<file path="src/rtl/vrc_dac_pkg.sv">
// Shared constants, state encoding and frame builder for the VRC gain-DAC transmitter.
package vrc_dac_pkg;

   localparam int         FRAME_W     = 16;
   localparam int         CODE_W      = 10;
   localparam logic [1:0] MODE_NORMAL = 2'b01;
   localparam logic       CHAN_A      = 1'b0;
   localparam logic       CHAN_B      = 1'b1;
   localparam logic [4:0] LAST_BIT    = 5'd15;

   typedef enum logic [2:0] {
      IDLE,
      LOAD_A,
      LOAD_B,
      SHIFT,
      GAP,
      LDAC
   } state_t;

   // DAC command word: channel select, reserved zero, mode, code, two don't-care LSBs.
   function automatic logic [FRAME_W-1:0] make_frame(input logic chan,
                                                     input logic [CODE_W-1:0] code);
      return {chan, 1'b0, MODE_NORMAL, code, 2'b00};
   endfunction

endpackage

</file>
<file path="src/rtl/vrc_dac_bitclk.sv">
// SCLK phase counter: one period is 2*CLK_DIV clk cycles, low half first.
module vrc_dac_bitclk #(
   parameter int CLK_DIV = 4
) (
   input  logic clk,
   input  logic rst,
   input  logic clr,
   output logic rise,
   output logic fall,
   output logic high
);

   localparam logic [8:0] RISE_AT = 9'(CLK_DIV - 1);
   localparam logic [8:0] FALL_AT = 9'(2 * CLK_DIV - 1);

   logic [8:0] phase;

   always_ff @(posedge clk or posedge rst) begin
      if (rst)
         phase <= '0;
      else if (clr || fall)
         phase <= '0;
      else
         phase <= phase + 9'd1;
   end

   // rise/fall flag the clk edge on which SCLK goes high/low.
   always_comb begin
      rise = !clr && (phase == RISE_AT);
      fall = !clr && (phase == FALL_AT);
      high = (phase > RISE_AT);
   end

endmodule

</file>
<file path="src/rtl/vrc_dac_tx.sv">
// Sends both VRC gain codes to a dual 10-bit SPI DAC whenever they change or on resync,
// then strobes LDAC so both channels update together.
module vrc_dac_tx
   import vrc_dac_pkg::*;
#(
   parameter int CLK_DIV = 4
) (
   input  logic              clk,
   input  logic              rst,
   input  logic              i_sync,
   input  logic [CODE_W-1:0] i_amp_one,
   input  logic [CODE_W-1:0] i_amp_two,
   output logic              o_dac_sclk,
   output logic              o_dac_cs_n,
   output logic              o_dac_sdi,
   output logic              o_dac_ldac_n,
   output logic              o_busy,
   output logic              o_update_done
);

   state_t              state;
   state_t              state_nxt;
   logic                chan_b;
   logic                pending;
   logic                start;
   logic                clr;
   logic                rise;
   logic                fall;
   logic                high;
   logic                load_b;
   logic [FRAME_W-1:0]  sreg;
   logic [4:0]          bit_cnt;
   logic [CODE_W-1:0]   last_a;
   logic [CODE_W-1:0]   last_b;

   // i_sync is used directly so a resync in IDLE starts on the very next edge.
   assign start  = (state == IDLE) &&
                   (pending || i_sync || (i_amp_one != last_a) || (i_amp_two != last_b));
   assign clr    = (state == IDLE) || (state == LOAD_A) || (state == LOAD_B);
   assign load_b = (state == GAP) && rise && !chan_b;

   vrc_dac_bitclk #(
      .CLK_DIV (CLK_DIV)
   ) u_bitclk (
      .clk  (clk),
      .rst  (rst),
      .clr  (clr),
      .rise (rise),
      .fall (fall),
      .high (high)
   );

   always_ff @(posedge clk or posedge rst) begin
      if (rst)
         state <= IDLE;
      else
         state <= state_nxt;
   end

   // GAP ends on the rise tick and LDAC on the following fall tick, so each lasts CLK_DIV.
   always_comb begin
      state_nxt = state;
      case (state)
         IDLE:           if (start) state_nxt = LOAD_A;
         LOAD_A, LOAD_B: state_nxt = SHIFT;
         SHIFT:          if (fall && (bit_cnt == LAST_BIT)) state_nxt = GAP;
         GAP:            if (rise) state_nxt = chan_b ? LDAC : LOAD_B;
         LDAC:           if (fall) state_nxt = IDLE;
         default:        state_nxt = IDLE;
      endcase
   end

   always_ff @(posedge clk or posedge rst) begin
      if (rst) begin
         pending       <= 1'b1;
         last_a        <= '0;
         last_b        <= '0;
         chan_b        <= CHAN_A;
         bit_cnt       <= '0;
         o_update_done <= 1'b0;
      end else begin
         pending       <= start ? 1'b0 : (pending | i_sync);
         o_update_done <= (state == LDAC) && fall;
         if (start) begin
            last_a <= i_amp_one;
            last_b <= i_amp_two;
            chan_b <= CHAN_A;
         end else if (load_b) begin
            chan_b <= CHAN_B;
         end
         if ((state == SHIFT) && fall)
            bit_cnt <= (bit_cnt == LAST_BIT) ? '0 : bit_cnt + 5'd1;
      end
   end

   // SDI only moves on the SCLK falling edge, leaving a full half-period of setup.
   always_ff @(posedge clk) begin
      if (start)
         sreg <= make_frame(CHAN_A, i_amp_one);
      else if (load_b)
         sreg <= make_frame(CHAN_B, last_b);
      else if ((state == SHIFT) && fall)
         sreg <= {sreg[FRAME_W-2:0], 1'b0};
   end

   always_comb begin
      o_dac_sclk   = 1'b0;
      o_dac_cs_n   = 1'b1;
      o_dac_sdi    = 1'b0;
      o_dac_ldac_n = 1'b1;
      o_busy       = 1'b1;
      case (state)
         IDLE:           o_busy = 1'b0;
         LOAD_A, LOAD_B: begin
            o_dac_cs_n = 1'b0;
            o_dac_sdi  = sreg[FRAME_W-1];
         end
         SHIFT: begin
            o_dac_cs_n = 1'b0;
            o_dac_sdi  = sreg[FRAME_W-1];
            o_dac_sclk = high;
         end
         LDAC:           o_dac_ldac_n = 1'b0;
         default:        ;
      endcase
   end

endmodule

</file>
<file path="config.mk">
export PLATFORM = sky130hd
export DESIGN_NAME = vrc_dac_tx
export DESIGN_NICKNAME = d
export VERILOG_FILES = /design/src/rtl/vrc_dac_pkg.sv /design/src/rtl/vrc_dac_bitclk.sv /design/src/rtl/vrc_dac_tx.sv
export SDC_FILE = /design/constraint.sdc
export NUM_CORES = 1
export LEC_CHECK = 0
export CAP_MARGIN = 25
export CORE_MARGIN = 1.5
export CORE_UTILIZATION = 50
export DETAILED_ROUTE_END_ITERATION = 7
export PLACE_DENSITY = 0.72
export SLEW_MARGIN = 10
export SYNTH_ARGS = -nofsm -noshare
export SYNTH_HDL_FRONTEND = slang
export SYNTH_SLANG_ARGS = --single-unit
export TNS_END_PERCENT = 100
</file>
<file path="constraint.sdc">
create_clock -name clk -period 2.65 [get_ports clk]
set_input_delay 0.53 -clock clk [delete_from_list [all_inputs] [get_ports clk]]
set_output_delay 0.53 -clock clk [all_outputs]
set_load 0.01 [all_outputs]
</file>
==> metrics, run 1 <==
Yosys reg bits 54; vias in the first global route 1820; core box area 5107 sq um; Worst R2R Start last_a[0]; H-Tree Depth 2; Worst Hold Endpoint sreg[12]; Syn Inst Count 243; Post-CTS Hold Buffers 0; All-Layer GR Usage 18.45%; initial antenna violation count 0; register share of total power 59.8%; Initial Utilization 52.18%; Setup TNS 0 ns; critical hold path startpoint sreg[11]; vias per cell 5.275; largest net degree at the start of global routing 41; post-synthesis sequential area ratio 51.88%; diode count 0; syn_nets 268; Net Sw Frac 23.00%; IO Count 29; share of layout cells above drive strength 1 18.53%; final instance area 3192 sq um; Syn Area/Cell 10.97 sq um; reg2reg setup slack 0.51 ns; Clock Latency Late Sink 0.31 ns; EDFF count, synth 10; prevailing post-synth register cell dfrtp_1; critical path fanouts, max 5; Worst-Margin Slew 0.5226 ns; Net count, final 310; Leakage 1.384 nW; DR vias 1878; post-cts resize count 0; Final Max Tran Viols 0; maxcap violations 0; final core utilization 62.49%; DRT iter0 DRCs 87; CTS max path bufs 2; top cells by area, synth dfrtp_1 37%, edfxtp_1 11%, xor2_1 6.6%; Post-Place Cell Area 3098 sq um; Die Height 76.01 microns; Hold Crit Depth 2; area grow syn2layout 19.77%; status finished, final reports clean; P_sw 0.3408 mW; row count 26; Post-CTS Setup Bufs 0; dpl hpwl 3595 microns; Synth cell types 46; drt drc 0; CP required 2.12 ns; crit path DAT 2.03 ns; Port Buffers 28; Hold Vio Cnt, Final 0; final setup fails 0; Die X 76.01 microns; Post-Route WL 4875 microns; TritonRoute pass-1 iters 4; Max Clock Skew 0.007985 ns; Max-Slew Margin vs Limit 65.16%; CTS Buf Count 5; CTS tree done; Root Buffer clkbuf_8; ys async rst share 74.07%; Syn Std Cell Area 2665 sq um; CP Class flip-flop to output pin; RSZ-0062 raised after global routing no; r2r worst-path depth 7; PwrDens 464.3 nW/um^2; period utilization 96.69%; post-synth top area cell dfrtp_1; wire per inst 13.69 microns; Worst-path clk slew 0.10 ns; post-route ant nets 0; post-synth top area share 36.62%; gpl congestion 0.7761; Synth Warn # 0; die area 5777 sq um; Setup crit end kind output pin; grt ovf 0; clock share of power 32.7%; P_int 1.141 mW; R2R Path End last_b[6]; first-pass GRT wire length 8562 microns; Final min period 2.562 ns; Comb pwr share 7.5%; Setup crit start kind flip-flop; f_max 0.3903 GHz; Worst Hold Class flip-flop to flip-flop; clk sinks 54; worst IR drop on VDD 340.4 uV
final cells by class:
type,instances,area [sq um]
Clock buffer,6,82.58
Clock inverter,2,11.26
Fill cell,449,1916
Inverter,14,52.55
Multi-Input combinational cell,164,1160
Sequential cell,54,1383
Tap cell,70,87.58
Timing Repair Buffer,46,415.4
how the worst max path moves through the flow:
stage	start	endpoint
floorplan	i_amp_one[7]	sreg[10]
CTS	u_bitclk.phase[4]	o_dac_sclk
finish	u_bitclk.phase[8]	o_dac_sclk
global route	u_bitclk.phase[7]	o_dac_sclk
global placement	i_amp_one[3]	last_b[3]
detailed placement	i_amp_one[3]	last_b[6]
synthesized netlist by cell type, drive strengths merged, types with 4 or more instances:
master	number
mux2	19
buf	6
nand3	6
a22oi	9
nor3	9
nand2	18
nor2	20
edfxtp	10
inv	14
dfrtp	39
nand4	6
dfxtp	4
nor4	5
xor2	20
xnor2	8
clkbuf	5
o21ai	14
critical path, cell delays in order, from the launching register on:
cell,delay [ns]
dfrtp_1,0.43
nor4_4,0.38
nand2_1,0.13
o31a_1,0.31
clkdlybuf4s50_1,0.48
cell usage in the layout, fill, tap and decap left out, types with 8 or more instances in the layout:
master | netlist | layout
a22oi_1 | 9 | 9
buf_4 | 0 | 18
clkdlybuf4s50_1 | 0 | 28
dfrtp_1 | 39 | 39
edfxtp_1 | 10 | 10
inv_1 | 14 | 14
mux2_2 | 14 | 14
nand2_1 | 18 | 18
nor2_1 | 20 | 20
nor3_1 | 8 | 8
o21ai_0 | 13 | 13
xnor2_1 | 8 | 8
xor2_1 | 20 | 20
through the flow:
stage / hold WS, ns / std cells / power [mW] / worst slack, ns
floorplan: 0.4406 / 243 / 0.9536 / 0.3350
CTS: 0.4797 / 356 / 1.502 / 0.03025
global route: 0.5044 / 356 / 1.545 / 0.006089
global placement: 0.4467 / 348 / 1.013 / 0.04575
finish: 0.4740 / 356 / 1.482 / 0.08759
detailed placement: 0.4594 / 348 / 1.016 / -0.05879
logic make-up after synthesis:
| kind of cell | Yosys count | synth area share [%] |
|---|---|---|
| compound gates | 39 | 9.671 |
| xor+xnor | 28 | 9.202 |
| fa+ha+maj | 2 | 0.9388 |
| buf+inv | 25 | 4.601 |
| flops | 54 | 51.88 |
| mux | 21 | 9.483 |
| simple gates | 74 | 14.23 |
routing by layer:
| metal | GRT usage (%) | part of all wire, % | up-vias |
|---|---|---|---|
| li1 | - | - | 931 |
| met1 | 25.00 | 47 | 898 |
| met2 | 30.54 | 49 | 41 |
| met3 | 2.515 | 3.1 | 8 |
| met4 | 6.667 | 1.5 | 0 |
| met5 | 0 | 0 | - |
power by group through the flow:
| stage | Sequential (mW) | Clock (mW) | Combinational, mW |
|---|---|---|---|
| 2_1_floorplan | 0.897 | 0 | 0.0563 |
| 3_3_place_gp | 0.902 | 0 | 0.111 |
| 6_report | 0.886 | 0.485 | 0.111 |
| 5_1_grt | 0.891 | 0.528 | 0.126 |
| 3_5_place_dp | 0.903 | 0 | 0.113 |
| 4_1_cts | 0.887 | 0.502 | 0.113 |
sequential cells by signal, indices dropped and copies added, names as in the netlist:
| signal | cells |
|---|---|
| sreg | 14 |
| last_a | 10 |
| last_b | 10 |
| u_bitclk.phase | 9 |
| bit_cnt | 5 |
| state | 3 |
| chan_b | 1 |
| o_update_done | 1 |
| pending | 1 |
No activity file was read; power rests on OpenSTA's default activity.
==> run 2, diff against run 1 <==
--- a/config.mk
+++ b/config.mk
@@ -14,4 +14,3 @@
 export SYNTH_ARGS = -nofsm -noshare
 export SYNTH_HDL_FRONTEND = slang
 export SYNTH_SLANG_ARGS = --single-unit
-export TNS_END_PERCENT = 100
==> constraint.sdc (replaced) <==
create_clock -name clk -period 2.6 [get_ports clk]
set_input_delay 0.52 -clock clk [delete_from_list [all_inputs] [get_ports clk]]
set_output_delay 0.52 -clock clk [all_outputs]
set_load 0.01 [all_outputs]
==> metrics, run 2 (synthesis results as in run 1) <==
status finished, final reports clean; Port Buffers 28 (unchanged); Worst Hold Class flip-flop to flip-flop; Worst-Margin Slew 0.5251 ns (+0.002508 ns); vias in the first global route 1812 (-0.44%); Final min period 2.435 ns; final setup fails 0 (unchanged); drt drc 0 (unchanged); PwrDens 464.1 nW/um^2 (about the same); Leakage 1.386 nW (+0.18%); critical path fanouts, max 3 (-2); Net count, final 311 (+0.32%); maxcap violations 0 (unchanged); reg2reg setup slack 0.53 ns (+0.02 ns); CTS max path bufs 2 (unchanged); largest net degree at the start of global routing 41 (unchanged); number of flip-flops in the largest register 14 (unchanged); H-Tree Depth 2 (unchanged); largest register by flop count sreg; Hold Crit Depth 2 (unchanged); die area 5777 sq um (unchanged); Die X 76.01 microns (unchanged); clk sinks 54 (unchanged); initial antenna violation count 0 (unchanged); grt ovf 0 (unchanged); period utilization 93.65%; core box area 5107 sq um (unchanged); CP Class flip-flop to output pin; Post-Route WL 4924 microns (+1.0%); All-Layer GR Usage 17.72% (-0.73 points); Worst-path clk slew 0.11 ns (about the same); Die Height 76.01 microns (unchanged); Clock Latency Late Sink 0.31 ns (about the same); gpl congestion 0.7723 (-0.49%); crit path DAT 1.91 ns (-0.12 ns); Worst R2R Start last_a[3]; CTS Buf Count 5 (unchanged); R2R Path End last_b[1]; Post-CTS Hold Buffers 0 (unchanged); Initial Utilization 52.18% (unchanged); Root Buffer clkbuf_8; final instance area 3194 sq um (about the same); area grow syn2layout 19.86% (about the same); DRT iter0 DRCs 83 (-4.6%); post-route ant nets 0 (unchanged); Setup crit start kind flip-flop; wire per inst 13.79 microns (+0.72%); CP required 2.08 ns (-0.04 ns); Worst Hold Endpoint sreg[15]; f_max 0.4107 GHz; critical hold path startpoint sreg[14]; vias per cell 5.221 (-1.0%); row count 26 (unchanged); Max-Slew Margin vs Limit 65.00% (-0.17 points); worst IR drop on VDD 322.8 uV (-5.2%); most frequent cells in the layout 39 x dfrtp_1, 28 x clkdlybuf4s50_1, 20 x nor2_1, 20 x xor2_1, 19 x buf_4; most common cell after layout, fill and taps aside dfrtp_1; IO Count 29 (unchanged); hold_ws 0.4761 ns (+0.002127 ns); r2r worst-path depth 6 (-1); Post-Place Cell Area 3098 sq um (unchanged); diode count 0 (unchanged); DR vias 1864 (-0.75%); Hold Vio Cnt, Final 0 (unchanged); Fillers 432 (-3.8%); Final Max Tran Viols 0 (unchanged); RSZ-0062 raised after global routing no; share of layout cells above drive strength 1 18.82% (+0.28 points); crit path from u_bitclk.phase[7]; Regs by FF count sreg (14), last_a (10), last_b (10); first-pass GRT wire length 8286 microns (-3.2%); Setup crit end kind output pin; dpl hpwl 3663 microns (+1.9%); TritonRoute pass-1 iters 4 (unchanged); CTS tree done; Max Clock Skew 0.01458 ns (+0.006597 ns)
[run 2: critical path, stage by stage (launching register included)]
cell	delay (ns)
dfrtp_1	0.45
nor4_4	0.29
nand2_1	0.11
o31a_1	0.30
clkdlybuf4s50_1	0.47
[run 2: worst max path at each step]
stage               cells past startpoint  slack, ns         end
floorplan                               6       0.29    sreg[10]
global placement                        7      -0.02   last_b[3]
detailed placement                      7      -0.06   last_b[5]
CTS                                     4       0.02  o_dac_sclk
global route                            4       0.05  o_dac_sclk
finish                                  4       0.17  o_dac_sclk
[run 2: per-stage QoR]
stage                TNS, ns  setup WS [ns]  std cells  power, mW  utilization (%)
global route               0        0.04812        357      1.545            62.54
detailed placement   -0.4998       -0.06071        348      1.036            60.66
floorplan                  0         0.2950        243     0.9719                -
CTS                        0        0.02241        356      1.498            62.40
finish                     0         0.1652        357      1.482            62.54
global placement    -0.08657       -0.01725        348      1.031            60.66
[run 2: where the power goes]
part | leakage (nW) | internal (mW) | switching (mW)
Combinational | 0.724 | 0.0656 | 0.0477
Sequential | 0.614 | 0.881 | 0.0216
Clock | 0.0484 | 0.191 | 0.276
Total | 1.39 | 1.14 | 0.345
[run 2: layer usage]
metal,routed length (microns),up-vias,GRT usage (%)
met5,0,-,0
met1,2296,896,23.34
met3,124,10,2.515
li1,-,930,-
met2,2413,28,30.27
met4,89,0,5.926
[run 2: layout make-up]
class	count	area (sq um)	share of cell area (%)
clock buffer	5	68.82	2.154
clock inverter	3	20.02	0.6267
inverter	14	52.55	1.645
multi-input combinational	164	1160	36.31
sequential	54	1383	43.28
tap	70	87.58	2.742
timing repair buffer	47	422.9	13.24
[run 2: repair_timing]
item	4_1_cts	5_1_grt
resized for setup	0	0
buffers inserted	0	1
setup endpoints to repair	0	1
endpoints found under the hold margin	0	0
==> run 3, diff against run 2 <==
--- a/config.mk
+++ b/config.mk
@@ -5,11 +5,12 @@
 export SDC_FILE = /design/constraint.sdc
 export NUM_CORES = 1
 export LEC_CHECK = 0
+export ABC_AREA = 1
 export CAP_MARGIN = 25
 export CORE_MARGIN = 1.5
 export CORE_UTILIZATION = 50
 export DETAILED_ROUTE_END_ITERATION = 7
-export PLACE_DENSITY = 0.72
+export PLACE_DENSITY = 0.71
 export SLEW_MARGIN = 10
 export SYNTH_ARGS = -nofsm -noshare
 export SYNTH_HDL_FRONTEND = slang
==> metrics, run 3 <==
status finished, final reports clean; syn_nets 419 (+56%); Root Buffer clkbuf_8; Setup WS pre-CTS 0.1439 ns (+0.2046 ns); f_max 0.4038 GHz (-1.7%); dpl hpwl 4296 microns (+17%); ys async rst share 74.07% (unchanged); largest net degree at the start of global routing 41 (unchanged); number of flip-flops in the largest register 14 (unchanged); wire per inst 11.85 microns (-14%); EDFF count, synth 10 (unchanged); CP Class flip-flop to output pin; Initial Utilization 51.42% (-0.76 points); final worst slack 0.1235 ns (-0.04170 ns); PwrDens 897.7 nW/um^2 (+93%); Post-CTS Setup Bufs 0 (unchanged); final setup fails 0 (unchanged); Final min period 2.477 ns (+0.04170 ns); RSZ-0062 raised after global routing no; core box area 5886 sq um (+15%); gpl congestion 0.8130 (+5.3%); Worst R2R Start u_bitclk.phase[4]; R2R Path End sreg[8]; Setup crit start kind flip-flop; critical hold path startpoint u_bitclk.phase[0]; Syn Inst Count 394 (+62%); diode count 0 (unchanged); row count 28 (+7.7%); Worst Hold Endpoint u_bitclk.phase[0]; vias in the first global route 2236 (+23%); TritonRoute pass-1 iters 4 (unchanged); first-pass GRT wire length 10120 microns (+22%); prevailing post-synth register cell dfrtp_1; CTS Buf Count 5 (unchanged); worst IR drop on VDD 431.7 uV (+34%); H-Tree Depth 2 (unchanged); drt drc 0 (unchanged); Hold Vio Cnt, Final 0 (unchanged); crit path DAT 1.96 ns (+0.05 ns); crit path from state[1]; CTS tree done; most common cell after layout, fill and taps aside nand2_1; reg2reg setup slack 0.64 ns (+0.11 ns); most common cell in the netlist nand2_1; Synth Warn # 0 (unchanged); Final Total Pwr 3.111 mW (+110%); maxcap violations 0 (unchanged); post-cts resize count 0 (unchanged); Leakage 1.739 nW (+25%); CTS max path bufs 2 (unchanged); Yosys reg bits 54 (unchanged); Regs by FF count sreg (14), last_a (10), last_b (10); vias per cell 4.940 (-5.4%); Worst-Margin Slew 0.5295 ns (+0.004465 ns); post-synthesis sequential area ratio 45.68% (-6.2 points); Syn Std Cell Area 3027 sq um (+14%); Worst Hold Class flip-flop to flip-flop; most frequent cells in the layout 130 x nand2_1, 60 x inv_1, 39 x dfrtp_1, 35 x nor2_1, 28 x clkdlybuf4s50_1; Synth cell types 34 (-26%); Final Max Tran Viols 0 (unchanged); Worst-path clk slew 0.09 ns (-0.02 ns); period utilization 95.25% (+1.6 points); Hold Crit Depth 1 (-1); Syn Area/Cell 7.682 sq um (-30%); die area 6529 sq um (+13%); DRT iter0 DRCs 147 (+77%); Post-synth top cells 130 x nand2_1, 60 x inv_1, 39 x dfrtp_1; Port Buffers 28 (unchanged); r2r worst-path depth 8 (+2); Fillers 559 (+29%); post-synth top area share 32.24% (-4.4 points); All-Layer GR Usage 20.39% (+2.7 points); Clock Latency Late Sink 0.32 ns (about the same); Max-Slew Margin vs Limit 64.70% (-0.30 points); grt ovf 0 (unchanged); Post-CTS Hold Buffers 0 (unchanged); Die X 80.80 microns (+6.3%); DR vias 2475 (+33%); share of layout cells above drive strength 1 10.09% (-8.7 points); top cells by area, synth dfrtp_1 32%, nand2_1 16%, edfxtp_1 9.9%; Die Height 80.80 microns (+6.3%); critical path fanouts, max 4 (+1); initial antenna violation count 0 (unchanged); post-synth top area cell dfrtp_1; Net count, final 450 (+45%); post-route ant nets 0 (unchanged); Post-Route WL 5939 microns (+21%); IO Count 29 (unchanged); Setup crit end kind output pin; clk sinks 54 (unchanged); largest register by flop count sreg; CP required 2.08 ns (about the same); Max Clock Skew 0.008929 ns (-0.005652 ns); area grow syn2layout 14.51%; Setup TNS 0 ns (unchanged)
==> run 3: cell types whose count changed in the layout (fill, tap and decap cells not counted), sizes merged, moves of 19 or more <==
| cell | change |
|---|---|
| xor2 | -19 |
| o21ai | +21 |
| mux2 | -19 |
| nand2 | +117 |
| nor2 | +24 |
| inv | +47 |
==> run 3: logic make-up after synthesis <==
family                     Yosys count  synth area share (%)
and+or+nand+nor                    220                 33.03
adders and majority gates            2                0.8267
xor gates and xnor gates             2                0.5789
AOI/OAI and AO/OA                   46                 9.260
DFF                                 54                 45.68
buffers and inverters               70                 10.62
==> run 3: area by class of cell <==
cell class                      instances  area (sq um)  area share, %
Inverter                               62         232.7          6.715
Clock buffer                            7         76.32          2.202
Timing Repair Buffer                   32         322.8          9.314
Multi-Input combinational cell        270          1328          38.30
Sequential cell                        54          1383          39.89
Tap cell                               75         93.84          2.708
Clock inverter                          1         30.03         0.8664
==> run 3: worst max-delay path: stages, from the launching register on <==
cell	delay (ns)
dfrtp_1	0.38
nand2_1	0.09
nor2_1	0.22
inv_1	0.17
nor3_2	0.24
clkdlybuf4s50_1	0.56
==> run 3: metrics by stage <==
stage,hold WS (ns),cell area (sq um),instances,util [%]
global placement,0.4525,3354,493,56.99
floorplan,0.4321,3027,394,-
global route,0.4898,3466,501,58.89
finish,0.4682,3466,501,58.89
detailed placement,0.4594,3354,493,56.99
CTS,0.4719,3461,501,58.80
==> run 3: worst max-delay path by stage <==
stage / to / cells after the start
after detailed placement: sreg[2] / 11
after global placement: sreg[4] / 11
after floorplan: sreg[10] / 9
after CTS: o_dac_sclk / 5
final: o_dac_sclk / 5
after global routing: o_dac_sclk / 5
==> run 3: power breakdown <==
part	leakage, nW	internal (mW)	switching [mW]
Sequential	0.639	1.16	0.206
Combinational	1.05	0.459	0.718
Clock	0.0524	0.289	0.276
Total	1.74	1.91	1.20
==> run 3: layer usage <==
layer	vias up	global-route usage, %	part of all wire (%)
li1	1290	-	-
met1	1143	27.74	50
met2	36	33.17	45
met3	6	3.933	3.4
met4	0	5.862	1.3
met5	-	0	0
